### src/rtl/pump_array_ctrl_if.sv
// Command link between the Pico and the pump array controller: a 4-phase REQ/ACK
// handshake carrying {channel, target_duty}, plus a reject pulse.
interface pump_array_ctrl_if #(
    parameter int N_CH     = 2,
    parameter int PWM_BITS = 8
);
    localparam int CH_W  = (N_CH > 1) ? $clog2(N_CH) : 1;
    localparam int CMD_W = CH_W + PWM_BITS;

    logic [CMD_W-1:0] cmd_data;
    logic             cmd_req;
    logic             cmd_ack;
    logic             cmd_err;

    modport master (output cmd_data, output cmd_req, input cmd_ack, input cmd_err);
    modport slave  (input cmd_data, input cmd_req, output cmd_ack, output cmd_err);
endinterface

### src/rtl/pump_array_ctrl.sv
// N-channel pump controller: REQ/ACK command intake, per-channel dry-sensor debounce,
// soft-start duty ramp, dry-run fault latch and glitch-free PWM outputs.
module pump_array_ctrl #(
    parameter int N_CH        = 2,
    parameter int PWM_BITS    = 8,
    parameter int DEB_CYCLES  = 500_000,
    parameter int RAMP_CYCLES = 25_000
) (
    input  logic                 clk,
    input  logic                 reset,
    pump_array_ctrl_if.slave     cmd,
    input  logic [N_CH-1:0]      sensor_dry,
    output logic [N_CH-1:0]      pwm_out,
    output logic [N_CH-1:0]      fault
);
    localparam int CH_W   = (N_CH > 1) ? $clog2(N_CH) : 1;
    localparam int CMD_W  = CH_W + PWM_BITS;
    localparam int DEB_W  = (DEB_CYCLES > 1) ? $clog2(DEB_CYCLES) : 1;
    localparam int RAMP_W = (RAMP_CYCLES > 1) ? $clog2(RAMP_CYCLES) : 1;

    localparam logic [1:0] HS_IDLE     = 2'd0;
    localparam logic [1:0] HS_ACK      = 2'd1;
    localparam logic [1:0] HS_WAIT_LOW = 2'd2;

    localparam logic [1:0] ST_STOP  = 2'd0;
    localparam logic [1:0] ST_RAMP  = 2'd1;
    localparam logic [1:0] ST_RUN   = 2'd2;
    localparam logic [1:0] ST_FAULT = 2'd3;

    logic                               req_s1, req_s2;
    logic [N_CH-1:0]                    dry_s1, dry_s2;
    logic [1:0]                         hs_state;
    logic                               cmd_valid;
    logic [CH_W-1:0]                    cmd_ch;
    logic [PWM_BITS-1:0]                cmd_duty;

    logic [N_CH-1:0]                    deb, deb_next, trip, cmd_hit;
    logic [N_CH-1:0][DEB_W-1:0]         deb_cnt;
    logic [RAMP_W-1:0]                  pre_cnt;
    logic                               tick;
    logic [PWM_BITS-1:0]                pwm_cnt;
    logic                               pwm_wrap;

    logic [N_CH-1:0][1:0]               ch_state;
    logic [N_CH-1:0][PWM_BITS-1:0]      cur, target, applied, tgt_eff, cur_nxt;

    assign cmd_ch    = cmd.cmd_data[CMD_W-1:PWM_BITS];
    assign cmd_duty  = cmd.cmd_data[PWM_BITS-1:0];
    assign cmd_valid = (hs_state == HS_IDLE) && req_s2;
    assign tick      = (pre_cnt == RAMP_W'(RAMP_CYCLES - 1));
    assign pwm_wrap  = &pwm_cnt;

    // deb_next is the debounced value after this edge, so a trip lands on the flip edge.
    always_comb begin
        deb_next = deb;
        trip     = '0;
        cmd_hit  = '0;
        tgt_eff  = target;
        cur_nxt  = cur;
        fault    = '0;
        for (int i = 0; i < N_CH; i++) begin
            if (dry_s2[i] != deb[i] && deb_cnt[i] == DEB_W'(DEB_CYCLES - 1))
                deb_next[i] = ~deb[i];
            trip[i]    = deb_next[i] && (ch_state[i] != ST_FAULT) &&
                         (target[i] != '0 || cur[i] != '0);
            cmd_hit[i] = cmd_valid && (cmd_ch == CH_W'(i)) &&
                         (ch_state[i] != ST_FAULT) && !trip[i];
            if (cmd_hit[i])
                tgt_eff[i] = cmd_duty;
            if (tick && cur[i] < tgt_eff[i])
                cur_nxt[i] = cur[i] + 1'b1;
            else if (tick && cur[i] > tgt_eff[i])
                cur_nxt[i] = cur[i] - 1'b1;
            fault[i] = (ch_state[i] == ST_FAULT);
        end
    end

    always_ff @(posedge clk or posedge reset) begin
        if (reset) begin
            req_s1      <= 1'b0;
            req_s2      <= 1'b0;
            dry_s1      <= '1;
            dry_s2      <= '1;
            hs_state    <= HS_IDLE;
            cmd.cmd_ack <= 1'b0;
            cmd.cmd_err <= 1'b0;
        end else begin
            req_s1      <= cmd.cmd_req;
            req_s2      <= req_s1;
            dry_s1      <= sensor_dry;
            dry_s2      <= dry_s1;
            cmd.cmd_err <= 1'b0;
            case (hs_state)
                HS_IDLE: begin
                    if (req_s2) begin
                        hs_state    <= HS_ACK;
                        cmd.cmd_ack <= 1'b1;
                        cmd.cmd_err <= ~(|cmd_hit);
                    end
                end
                HS_ACK:
                    hs_state <= HS_WAIT_LOW;
                HS_WAIT_LOW: begin
                    if (!req_s2) begin
                        hs_state    <= HS_IDLE;
                        cmd.cmd_ack <= 1'b0;
                    end
                end
                default:
                    hs_state <= HS_IDLE;
            endcase
        end
    end

    always_ff @(posedge clk or posedge reset) begin
        if (reset) begin
            deb     <= '1;
            deb_cnt <= '0;
        end else begin
            deb <= deb_next;
            for (int i = 0; i < N_CH; i++) begin
                if (dry_s2[i] == deb[i] || deb_next[i] != deb[i])
                    deb_cnt[i] <= '0;
                else
                    deb_cnt[i] <= deb_cnt[i] + 1'b1;
            end
        end
    end

    always_ff @(posedge clk or posedge reset) begin
        if (reset) begin
            pre_cnt <= '0;
            pwm_cnt <= '0;
        end else begin
            pre_cnt <= tick ? '0 : pre_cnt + 1'b1;
            pwm_cnt <= pwm_cnt + 1'b1;
        end
    end

    // A trip zeroes applied at once; otherwise applied only follows cur at PWM wrap.
    always_ff @(posedge clk or posedge reset) begin
        if (reset) begin
            ch_state <= '0;
            cur      <= '0;
            target   <= '0;
            applied  <= '0;
            pwm_out  <= '0;
        end else begin
            for (int i = 0; i < N_CH; i++) begin
                pwm_out[i] <= (pwm_cnt < applied[i]);
                if (trip[i]) begin
                    ch_state[i] <= ST_FAULT;
                    cur[i]      <= '0;
                    target[i]   <= '0;
                    applied[i]  <= '0;
                end else if (ch_state[i] == ST_FAULT) begin
                    if (!deb_next[i])
                        ch_state[i] <= ST_STOP;
                end else begin
                    target[i] <= tgt_eff[i];
                    cur[i]    <= cur_nxt[i];
                    if (pwm_wrap)
                        applied[i] <= cur[i];
                    if (cur_nxt[i] != tgt_eff[i])
                        ch_state[i] <= ST_RAMP;
                    else if (tgt_eff[i] == '0)
                        ch_state[i] <= ST_STOP;
                    else
                        ch_state[i] <= ST_RUN;
                end
            end
        end
    end
endmodule
### src/flat_wrapper.sv
// flat-port wrapper written by rule: the top's interface ports become plain ports
module pump_array_ctrl_flat 
#(
    parameter int N_CH        = 2,
    parameter int PWM_BITS    = 8,
    parameter int DEB_CYCLES  = 500_000,
    parameter int RAMP_CYCLES = 25_000
)
  (clk, reset, sensor_dry, pwm_out, fault, cmd_cmd_data, cmd_cmd_req, cmd_cmd_ack, cmd_cmd_err);
  pump_array_ctrl_if #(.N_CH(N_CH), .PWM_BITS(PWM_BITS)) cmd_i ();
  input  logic clk;
  input  logic reset;
  input  logic [N_CH-1:0] sensor_dry;
  output logic [N_CH-1:0] pwm_out;
  output logic [N_CH-1:0] fault;
  input wire logic [$bits(cmd_i.cmd_data)-1:0] cmd_cmd_data;
  input wire logic [$bits(cmd_i.cmd_req)-1:0] cmd_cmd_req;
  output wire logic [$bits(cmd_i.cmd_ack)-1:0] cmd_cmd_ack;
  output wire logic [$bits(cmd_i.cmd_err)-1:0] cmd_cmd_err;
  assign cmd_i.cmd_data = cmd_cmd_data;
  assign cmd_i.cmd_req = cmd_cmd_req;
  assign cmd_cmd_ack = cmd_i.cmd_ack;
  assign cmd_cmd_err = cmd_i.cmd_err;
  pump_array_ctrl #(.N_CH(N_CH), .PWM_BITS(PWM_BITS), .DEB_CYCLES(DEB_CYCLES), .RAMP_CYCLES(RAMP_CYCLES)) u_core (.clk(clk), .reset(reset), .cmd(cmd_i), .sensor_dry(sensor_dry), .pwm_out(pwm_out), .fault(fault));
endmodule
### config.mk
export PLATFORM = sky130hd
export DESIGN_NAME = pump_array_ctrl_flat
export DESIGN_NICKNAME = d
export VERILOG_FILES = /design/src/rtl/pump_array_ctrl_if.sv /design/src/rtl/pump_array_ctrl.sv /design/src/flat_wrapper.sv
export SDC_FILE = /design/constraint.sdc
export NUM_CORES = 1
export LEC_CHECK = 0
export BUFFER_PORTS_ARGS = -buffer_cell sky130_fd_sc_hd__buf_2
export CAP_MARGIN = 30
export CELL_PAD_IN_SITES_DETAIL_PLACEMENT = 0
export CELL_PAD_IN_SITES_GLOBAL_PLACEMENT = 2
export CORE_ASPECT_RATIO = 1.2
export CORE_MARGIN = 10
export CORE_UTILIZATION = 43
export CTS_BUF_LIST = sky130_fd_sc_hd__clkbuf_16
export DETAILED_ROUTE_END_ITERATION = 12
export PLACE_DENSITY_LB_ADDON = 0.1
export SLEW_MARGIN = 20
export SYNTH_ARGS = -nofsm -noshare
export SYNTH_HDL_FRONTEND = slang
export SYNTH_SLANG_ARGS = --single-unit
### constraint.sdc
create_clock -name clk -period 9.3 [get_ports clk]
set_input_delay 0.93 -clock clk [delete_from_list [all_inputs] [get_ports clk]]
set_output_delay 0.93 -clock clk [all_outputs]
set_load 0.05 [all_outputs]
==> reports/results.ini <==
[logic_synthesis]
synth_area_sq_mm=0.00810
syn_nets=956
synthFlopType=dfrtp_1
netlist_instances=906
yosysUniqueCellTypes=85
ys_warn_count=0
avgSynthCellArea_sq_um=8.94
synth-edff-count=0
ys_seq_area_frac=0.393
yosys_register_bits=127
synthArstFlopShare=1.00

[placed_design]
gp_congestion=0.924
port_buffers=19
placed_area_sq_mm=0.00845
hpwl_mm=17.1

[hold_path]
min_path_cells=0
whs_endpoint=u_core.req_s2
hold_start=u_core.req_s1
hp-class=flop to flop

[clocking]
numClockSinks=127
clk_path_buf_depth=2
cts_buffers=17
cts_max_level=4
ctsHoldBuffers=0
ctsResizeCount=0
root_buffer=clkbuf_16
cts.clk_slew.worst_paths_ns=0.06
cts_setup_buffers=0
tritoncts=yes
worstSkewPairLatency_ns=0.42

[die]
die_h_microns=170
die_w_microns=145
initial_utilization=0.441
top_level_ports=20
dieArea_sq_mm=0.0248
rows=54
core_sq_mm=0.0184

[worst_setup_path]
cp.arrival_ns=6.55
cp_data_required_time_ns=9.59
ff2ff_path_depth=18
rr_startpoint=u_core.cur[1]
worst_setup_path_end_kind=flop
cp_slowest_stage_delay_ns=0.71
crit_path_cell_trace=inv_1 > ha_1 > or3b_2 > nor4_4 > a32o_2 > nor2_4 > mux2i_1 > ha_1 > nor2b_1 > o311ai_0 > inv_1 > a211oi_1 > or4b_1 > a311oi_1 > a311oi_1 > nand4_1 > nor3_2 > o21ai_1
crit_slowest_cell=a211oi_1
crit_type=flop to flop
worstPathMaxFanout=9
start_kind=flop
reg2reg_setup_slack_ns=3.04
reg2reg_to=u_core.ch_state[0]

[routing]
routed_wl_mm=23.1
ant_nets=0
first_pass_iters=5
drc_errors=0
vias=6978
post_drt_wl_per_cell_microns=19.5
drt_iter0_drc=522
avgViaCountPerCell=5.88

[pwr]
ir_drop_v=0.000134
p_comb_frac=0.259
power_frac_seq=0.355
p_leak_uw=0.00378
p_per_area_mw_per_mm2=202
sw_frac_of_total=0.339
p_int_uw=1210
clkPwrFrac=0.386
p_switching_uw=621

[global_routing]
grt_pass1_wl_mm=37.6
antenna_found_initial=0
grt_usage=0.188
grt_pass1_vias=6847
grt_max_degree=51
gr-total-overflow=0

[final_layout]
fin_nets=972
layout-drive-gt1-share=0.0996
syn_to_final_growth_pct=12.0
antenna_cells=0
fin_area_sq_mm=0.00907
mostFrequentLayoutCells=dfrtp_1, nor2_1, nand2_1
layout_commonest_cell=dfrtp_1

[sta]
hold-worst-slack_ns=0.349
rsz0062_at_grt=false
finalCritPeriodShare=0.673
tns_ns=0
maxSlewViolCount=0
worst_pin_slew_ns=0.903
hold_viol=0
min_period_ns=6.26
max_freq_mhz=160
relSlewSlack=0.396
clock_skew_ns=0.00666
finalSetupViolCount=0

[outcome]
status=finished, final reports clean

[flow_run]
max_cap_viol_count=0

Yosys cell counts, types with 7 or more instances:
cell type	number	area (sq um)
nand3_1	45	225
a21o_1	7	52.6
nand4_1	23	144
nor2_1	112	420
inv_1	42	158
a21oi_1	35	175
nor4b_1	7	61.3
and3_1	23	144
o21ai_0	47	235
dfrtp_1	121	3030
xnor2_1	29	254
clkbuf_1	21	78.8
ha_1	36	450
and2_1	8	50.1
or3_1	14	87.6
nand2b_1	11	68.8
xor2_1	34	298
nor3_1	25	125
nand2_1	70	263
mux2i_1	30	300
o31ai_1	9	67.6
nor4_1	14	87.6
o21a_1	9	67.6
kinds of logic (layout without fill, tap and decap cells):
| kind of cell | after synthesis | in the layout | synth area share |
|---|---|---|---|
| buf+inv | 72 | 100 | 0.0355 |
| flops | 127 | 127 | 0.393 |
| simple gates | 391 | 391 | 0.251 |
| fa+ha+maj | 36 | 36 | 0.0556 |
| mux | 33 | 33 | 0.0417 |
| xor+xnor | 63 | 63 | 0.0681 |
| compound gates | 184 | 184 | 0.155 |
area by class of cell:
cell class | count | area [sq um]
Inverter | 43 | 164
Fill cell | 1757 | 9310
Timing Repair Buffer | 26 | 158
Tap cell | 252 | 315
Multi-Input combinational cell | 707 | 4630
Clock inverter | 14 | 190
Sequential cell | 127 | 3190
Clock buffer | 17 | 425
through the flow:
| step | instances | total power (uW) | utilization | worst slack, ns |
|---|---|---|---|---|
| floorplan | 906 | 984 | - | 4.40 |
| global placement | 1152 | 1120 | 0.458 | 3.14 |
| detailed placement | 1154 | 1120 | 0.460 | 3.18 |
| CTS | 1185 | 1840 | 0.493 | 3.14 |
| global route | 1186 | 1920 | 0.494 | 2.63 |
| finish | 1186 | 1830 | 0.494 | 3.04 |
worst max-delay path: cells and delay by family (launching register included):
kind,cells,cell delay (ns)
muxes,1,0.61
and+or+nand+nor,7,1.66
adders and majority gates,2,0.65
DFF,1,0.49
AOI/OAI and AO/OA,6,2.32
buffers and inverters,2,0.41
per-layer routing:
metal | GRT usage | wire, microns | up-vias
met5 | 0 | 0 | -
met4 | 0.0898 | 849 | 0
met3 | 0.0310 | 780 | 52
met2 | 0.311 | 11200 | 181
met1 | 0.235 | 10300 | 3421
li1 | - | - | 3324
state kept, by name (all words and copies together), names as in the netlist:
name                count
u_core.deb              2
u_core.req_s1           1
u_core.req_s2           1
u_core.dry_s2           2
u_core.cur             16
u_core.dry_s1           2
u_core.hs_state         2
u_core.target          16
u_core.pre_cnt         15
u_core.cmd.cmd_ack      1
u_core.pwm_cnt          8
u_core.deb_cnt         38
u_core.ch_state         4
u_core.applied         16
u_core.pwm_out          2
u_core.cmd.cmd_err      1
worst max path at each step:
stage                       start            endpoint  slack [ns]  cells after the start
CTS                 u_core.cur[1]  u_core.ch_state[0]        3.14                     18
detailed placement  u_core.cur[9]  u_core.ch_state[2]        3.18                     19
finish              u_core.cur[1]  u_core.ch_state[0]        3.04                     18
floorplan           u_core.cur[1]  u_core.ch_state[0]        4.40                     18
global placement    u_core.cur[9]  u_core.ch_state[2]        3.14                     19
global route        u_core.cur[1]  u_core.ch_state[0]        2.63                     18
power by group through the flow:
stage	clock [uW]	sequential [uW]	combinational, uW
2_1_floorplan	0	654	330
4_1_cts	722	648	469
3_3_place_gp	0	657	466
5_1_grt	749	654	517
3_5_place_dp	0	658	466
6_report	707	650	475
Power figures use the tool's default switching activity.
